## config.mk

```make
export PLATFORM = sky130hd
export DESIGN_NAME = spi_key_loader
export DESIGN_NICKNAME = d
export VERILOG_FILES = /design/src/rtl/spi_key_loader.sv
export SDC_FILE = /design/constraint.sdc
export NUM_CORES = 1
export LEC_CHECK = 0
export CORE_MARGIN = 2
export CORE_UTILIZATION = 45
export CTS_CLUSTER_SIZE = 20
export DETAILED_ROUTE_END_ITERATION = 10
export PLACE_DENSITY_LB_ADDON = 0.12
export SYNTH_ARGS = -nofsm -noshare
export SYNTH_HDL_FRONTEND = slang
export SYNTH_SLANG_ARGS = --single-unit
```

## constraint.sdc

```tcl
create_clock -name clk -period 2.2 [get_ports clk]
set_clock_uncertainty 0.05 [all_clocks]
set_input_delay 0.22 -clock clk [delete_from_list [all_inputs] [get_ports clk]]
set_output_delay 0.22 -clock clk [all_outputs]
set_load 0.005 [all_outputs]
```

## src/rtl/spi_key_loader.sv

```systemverilog
// spi_key_loader: SPI mode-0 slave that shifts in a 32*NK-bit cipher key and
// presents it on keyout as one parallel word. keyout is double-buffered, so
// it changes once and atomically when a frame completes. Partial frames are
// discarded.
//
// Optional feature macro: SPI_KEY_READBACK_EN. When it is defined, miso
// echoes the current keyout while a new key is shifted in. When it is
// undefined, miso is tied low and no readback logic is built.
//
// Ports:
//   clk        system clock, rising edge
//   rst_n      synchronous reset, active low
//   sclk       SPI clock, asynchronous to clk, f_sclk <= f_clk/8
//   cs_n       SPI chip select, active low, asynchronous
//   mosi       SPI data in, first bit lands in keyout[0]
//   miso       SPI data out (readback of the previous key, or 0)
//   keyout     last complete key, bit 0 = first bit received
//   key_valid  1-clk pulse when keyout is updated
//   busy       high while a frame is being shifted in
//   frame_err  1-clk pulse on aborted frame or overrun
module spi_key_loader #(
  parameter int unsigned NK = 4
) (
  input  logic              clk,
  input  logic              rst_n,
  input  logic              sclk,
  input  logic              cs_n,
  input  logic              mosi,
  output logic              miso,
  output logic [0:32*NK-1]  keyout,
  output logic              key_valid,
  output logic              busy,
  output logic              frame_err
);

  localparam int unsigned KeyW = 32 * NK;
  localparam int unsigned CntW = $clog2(KeyW) + 1;

  typedef enum logic [2:0] {StIdle, StShift, StDone, StHold, StErr} state_e;

  state_e state_q, state_d;

  // Two-flop synchronisers plus one history flop for edge detection.
  logic sclk_s1, sclk_s2, sclk_h;
  logic cs_s1, cs_s2, cs_h;
  logic mosi_s1, mosi_s2;

  logic [CntW-1:0] cnt_q, cnt_d;
  logic [0:KeyW-1] sr_q, sr_d;
  logic [0:KeyW-1] key_q;
  logic            key_valid_q, frame_err_q, ovr_q;

  logic sclk_rise, cs_rise, cs_fall, last_bit;
  logic shift_en, cnt_clr, load_key, ovr_set, frame_err_d;

  assign sclk_rise = sclk_s2 & ~sclk_h;
  assign cs_rise   = cs_s2 & ~cs_h;
  assign cs_fall   = ~cs_s2 & cs_h;
  // Final bit arriving with a cs_n rise in the same clk still completes.
  assign last_bit  = sclk_rise && (cnt_q == CntW'(KeyW - 1));

  // State register
  always_ff @(posedge clk) begin
    if (!rst_n) begin
      state_q <= StIdle;
    end else begin
      state_q <= state_d;
    end
  end

  // Next-state logic
  always_comb begin
    state_d = state_q;
    unique case (state_q)
      StIdle:  if (cs_fall) state_d = StShift;
      StShift: begin
        if (last_bit) begin
          state_d = StDone;
        end else if (cs_rise) begin
          state_d = StErr;
        end
      end
      StDone:  state_d = StHold;
      StHold:  if (cs_rise) state_d = StIdle;
      StErr:   state_d = StIdle;
      default: state_d = StIdle;
    endcase
  end

  // Output / datapath control
  always_comb begin
    cnt_clr     = (state_q == StIdle) && cs_fall;
    // cs_n rise outranks a non-final sclk rise.
    shift_en    = (state_q == StShift) && sclk_rise && (last_bit || !cs_rise);
    load_key    = (state_q == StDone);
    // Only the first extra sclk rise in HOLD is reported.
    ovr_set     = (state_q == StHold) && sclk_rise && !cs_rise && !ovr_q;
    frame_err_d = (state_q == StErr) || ovr_set;
    sr_d        = shift_en ? {sr_q[1:KeyW-1], mosi_s2} : sr_q;
    if (cnt_clr) begin
      cnt_d = '0;
    end else if (shift_en) begin
      cnt_d = cnt_q + CntW'(1);
    end else begin
      cnt_d = cnt_q;
    end
  end

  always_ff @(posedge clk) begin
    if (!rst_n) begin
      sclk_s1     <= 1'b0;
      sclk_s2     <= 1'b0;
      sclk_h      <= 1'b0;
      cs_s1       <= 1'b1;
      cs_s2       <= 1'b1;
      cs_h        <= 1'b1;
      mosi_s1     <= 1'b0;
      mosi_s2     <= 1'b0;
      cnt_q       <= '0;
      sr_q        <= '0;
      key_q       <= '0;
      key_valid_q <= 1'b0;
      frame_err_q <= 1'b0;
      ovr_q       <= 1'b0;
    end else begin
      sclk_s1     <= sclk;
      sclk_s2     <= sclk_s1;
      sclk_h      <= sclk_s2;
      cs_s1       <= cs_n;
      cs_s2       <= cs_s1;
      cs_h        <= cs_s2;
      mosi_s1     <= mosi;
      mosi_s2     <= mosi_s1;
      cnt_q       <= cnt_d;
      sr_q        <= sr_d;
      key_valid_q <= load_key;
      frame_err_q <= frame_err_d;
      if (load_key) begin
        key_q <= sr_q;
        ovr_q <= 1'b0;
      end else if (ovr_set) begin
        ovr_q <= 1'b1;
      end
    end
  end

`ifdef SPI_KEY_READBACK_EN
  localparam int unsigned IdxW = $clog2(KeyW);
  logic            miso_q;
  logic [IdxW-1:0] rb_idx;

  // Present the bit the host samples on its next sclk rise.
  assign rb_idx = cnt_d[IdxW-1:0];

  always_ff @(posedge clk) begin
    if (!rst_n) begin
      miso_q <= 1'b0;
    end else begin
      miso_q <= (state_d == StShift) ? key_q[rb_idx] : 1'b0;
    end
  end

  assign miso = miso_q;
`else
  assign miso = 1'b0;
`endif

  assign keyout    = key_q;
  assign key_valid = key_valid_q;
  assign frame_err = frame_err_q;
  assign busy      = (state_q == StShift);

endmodule

```

Word level (Yosys, flattened, before mapping)
Cells that the tools add are included.

Register bits after elaboration: 278. Bits in latches: 0. RAM bits: 0. ROM bits: 0. Output and inout bits: 132. Memories: 0.

Add/subtract/negate cells: 1. $mul: 0. Div/mod/pow operators: 0. Order comparisons: 0. Equal/unequal tests: 8. Shift-type cells: 0. Muxes and demuxes: 5. Bitwise logic cells: 7. Reductions and logical operators: 15.

Operators by type and width (count): two-way mux 3 bit (4); one-hot mux 3 bit (4 select lines) (1); adder 8 x 1 -> 8 bit, second input constant (1); == test 8 x 7 -> 1 bit, second input constant (1); logical AND 1 bit (7); == test 3 x 2 -> 1 bit, second input constant (2); inequality test 2 bit, second input constant (2); inverter 1 bit (4); OR reduction 2 bit (2); bitwise AND 1 bit (3); == test 3 x 1 -> 1 bit, second input constant (1); == test 3 bit, second input constant (1); zero test 3 bit (1); inequality test 3 x 1 -> 1 bit, second input constant (1); AND reduction 3 bit (1); zero test 1 bit (2); logical OR 1 bit (2).

Longest topological paths before layout
Depth after elaboration: 6. Mapped depth: 9.

Worst setup path after synthesis
Ideal clock, no wire load.

Path kind: register to register. Start: register cnt_q[0]. End: register cnt_q[7]. Setup time: 0.121 ns. Arrival: 1.718 ns. Required time: 2.029 ns. Path slack: 0.311 ns. Cell stages (with the launch flop): 7. Clock period less this slack: 1.889 ns. Cell sequence: dfxtp_1 > ha_1 > nand4b_1 > o32a_1 > clkbuf_1 > nor3_1 > mux2_2.

Word-level cells in the longest chain between the ends: 4. Elaborated cells between the ends (all ways): 5. Those cells by class: 1 x add/sub; 1 x eq/ne; 3 x reduce/logical.

RTL lines: from (decl) (RTL line 48) `logic [CntW-1:0] cnt_q, cnt_d;`; from (signal assigned) (RTL line 134) `cnt_q <= cnt_d;`; branches (longest 4 deep; another with adder 8 x 1 -> 8 bit).

Several ways; the timed one is not identified. A chain may end at the register's enable or synchronous reset.

Worst setup path in the final report
Start: register state_q[2]. End: output port busy.

Word-level cells in the longest chain between the ends: 1.

RTL lines: from (decl) (RTL line 41) `state_e state_q, state_d;`; from (signal assigned) (RTL line 65) `state_q <= StIdle;`; from (signal assigned) (RTL line 67) `state_q <= state_d;`; == test 3 x 1 -> 1 bit (RTL line 171) `assign busy = (state_q == StShift);`; to (decl) (RTL line 32) `output logic busy,`.

Every way passes these cells.

==> impl_metrics.ini <==
[floorplan]
core_sq_mm = 0.0209
die_w_um = 150
start_util_pct = 45.7
pin_count = 137
die-height_um = 150
die_area_sq_mm = 0.0224
placementRows = 53

[synthesis]
syn_avg_cell_area_sq_um = 9.80
syn_inst = 974
synth_edf_count = 0
async_flop_share_pct = 0
synth_top_family_by_area = compound AO/OA/AOI/OAI gates
synth-simple-area-share_pct = 9.61
synth_ff_type = dfxtp_1
syn-num-nets = 980
synthMuxAreaShare_pct = 0.118
synth_xor_area_share_pct = 0
mappedNetlistArea_sq_mm = 0.00955
ys_seq_area_share_pct = 58.3
synth-seq-cells = 278
synth_compound_area_share_pct = 26.9
yosysWarnings = 0
synth_fa_ha_area_share_pct = 0.131
yosysUniqueCellTypes = 40

[sta]
max_slew.worst_pin.slew_ps = 900
final_hold_viol_count = 0
fmax_ghz = 0.463
maxSlewHeadroom_pct = 40.0
layout_setup_ws_ps = 41.4
setup_violations = 0
fin_crit_sh_pct = 98.1
rsz0062_at_grt = no
setup_tns_ps = 0
post-route-min-period_ps = 2160
final-max-slew-violation-count = 0

[worst_setup_path]
crit_chain = or3b_4 -> inv_8 -> clkdlybuf4s50_1
crit_arrival_ps = 1890
path_delay_family = buffers and inverters
reg2reg_depth = 7
cp.depth = 3
critPathMaxFanout = 4
required_ps = 1930
critPathBufInv = 2
cp-start-kind = flip-flop
cp_slowest_cell = clkdlybuf4s50_1
cp-end-kind = primary output
worst-setup-path-type = reg -> out
slowest_delay_ps = 490

[drt]
antenna_left = 0
drt-total-wl_um = 22200
first_pass_iters = 4
remaining_drc_errors = 0
wl_per_cell_um = 16.3
vias = 7714
post_drt_via_cell_ratio = 5.65
drt_iter0_markers = 483

[clock_tree]
clock_latency_ps = 540
cts_sinks = 278
cts_tree = built
cts_max_level = 1
clock_path_buffers = 3
cts.clk_slew.worst_paths_ps = 60
cts-root-buf = clkbuf_16
numCtsBuffers = 28

[placed_design]
hpwl_um = 12400
pre_cts_slack_ps = 186
globalplace.congestion = 0.742
portBuffers = 135

[run]
cap_violations = 0

[pwr]
power.density_mw_per_mm2 = 852
p_leak_nw = 4.17
pwr-share-comb_pct = 2.9
intPower_w = 0.00821
swShare_pct = 21.0
switchingPower_w = 0.00218
power_frac_seq_pct = 48.5
vdd_drop_max_mv = 0.583
totalPowerFinal_w = 0.0104
power_frac_clock_pct = 48.6

[final_layout]
nNetsFinal = 1074
n_antenna_cell = 0
drive_above_1_share_pct = 8.53
syn2layout_area_growth_pct = 27.8

[global_routing]
grt_usage_pct = 19.3
grt_max_degree = 84
grt_pass1_wl_um = 36300
antenna_found_initial = 0
grt_pass1_vias = 7071
grt.overflow.total = 0

[min_path]
hold_path_class = in -> reg
worstHoldPathCells = 2

[outcome]
status = complete, no violations
power groups by stage:
stage | registers (W) | clock network, W | logic, W
floorplan | 0.00515 | 0 | 0.000203
global placement | 0.00516 | 0 | 0.000294
detailed placement | 0.00516 | 0 | 0.000293
CTS | 0.00504 | 0.00517 | 0.000298
global route | 0.00504 | 0.00537 | 0.000325
finish | 0.00504 | 0.00505 | 0.000299
cell type report:
class	count	area, sq um
clock buffer	42	845
multi-input combinational	585	3540
sequential	278	5570
clock inverter	10	158
tap	275	344
fill	1877	8690
inverter	7	36.3
timing repair buffer	168	1700
synth_stat cells (2+ instances only):
cell      count  area (sq um)
clkbuf_1     72           270
nor2_1        8          30.0
and2_1        5          31.3
or3_1         2          12.5
nand2b_1      8          50.1
or4_1         3          22.5
buf_4         3          22.5
buf_2        21           105
buf_1         5          18.8
dfxtp_1     278          5570
o21ai_0     131           656
o31ai_1       3          22.5
and3_1        2          12.5
nand3_1     132           661
buf_6         2          22.5
a22o_1      128          1120
inv_1         6          22.5
nand2_1       2          7.51
a21oi_1     136           681
nand4_1       2          12.5
a31o_2        2          17.5
nor3_1        5          25.0
placed cells by master (no fill, tap or decap), drive strengths merged, types with 2 or more instances in the layout:
cell           netlist  final
o31ai                3      3
o41ai                2      2
bufinv               0      4
o21ai              131    131
clkinv               0      3
nor3                 5      5
nand2b               8      8
inv                  7      7
buf                 31     33
clkinvlp             0      3
and3                 2      2
or3                  2      2
nand2                2      2
a31o                 2      2
and2                 5      5
dfxtp              278    278
clkbuf              73     42
a21oi              136    136
or4                  3      3
clkdlybuf4s50        0    135
nand3              132    132
nor2                 8      8
nand4                3      3
a22o               128    128
worst reg2reg max path: cells and delay by family (launching register included):
family / cells / cell delay (ps)
simple gates: 2 / 260
fa+ha+maj: 1 / 190
flops: 1 / 380
buf+inv: 2 / 490
compound gates: 2 / 530
timing repair:
item                       CTS  global route
gates cloned                 0             0
resized for setup            3             4
buffers inserted             2             4
setup endpoints to repair    1             2
pin swaps                    1             1
hold endpoints to repair     0             0
hold buffers                 0             0
worst paths after layout:
path | startpoint | end | slack, ps
worst max-delay path | state_q[2] | busy | 40
worst min-delay path | cs_n | cs_s1 | 190
worst max register to register | cnt_q[1] | sr_q[20] | 200
worst min register to register | cs_s1 | cs_s2 | 370
state kept, by name (all words and copies together) (netlist names), 3 cells and up:
name,cells
sr_q,128
state_q,3
keyout,128
cnt_q,8
layer usage:
layer / track usage (%) / share of wire [%] / vias to the layer above
li1: - / - / 3774
met1: 27.6 / 48 / 3725
met5: 0 / 0 / -
met2: 30.4 / 45 / 184
met3: 2.96 / 5.0 / 31
met4: 5.48 / 1.8 / 0
through the flow:
| stage | cells | area [sq um] | hold slack [ps] | utilization [%] |
|---|---|---|---|---|
| after floorplan | 974 | 9550 | 271 | - |
| after global routing | 1365 | 12200 | 211 | 58.4 |
| after global placement | 1307 | 11100 | 349 | 53.3 |
| after detailed placement | 1307 | 11100 | 363 | 53.3 |
| final | 1365 | 12200 | 189 | 58.4 |
| after CTS | 1361 | 12200 | 172 | 58.2 |
logic make-up after synthesis:
| logic type | Yosys count |
|---|---|
| flip-flops | 278 |
| other | 1 |
| multiplexers | 1 |
| AND/OR/NAND/NOR | 175 |
| adder cells (fa/ha/maj) | 1 |
| buffers and inverters | 111 |
| AO/OA/AOI/OAI | 407 |
Power figures use the tool's default switching activity.
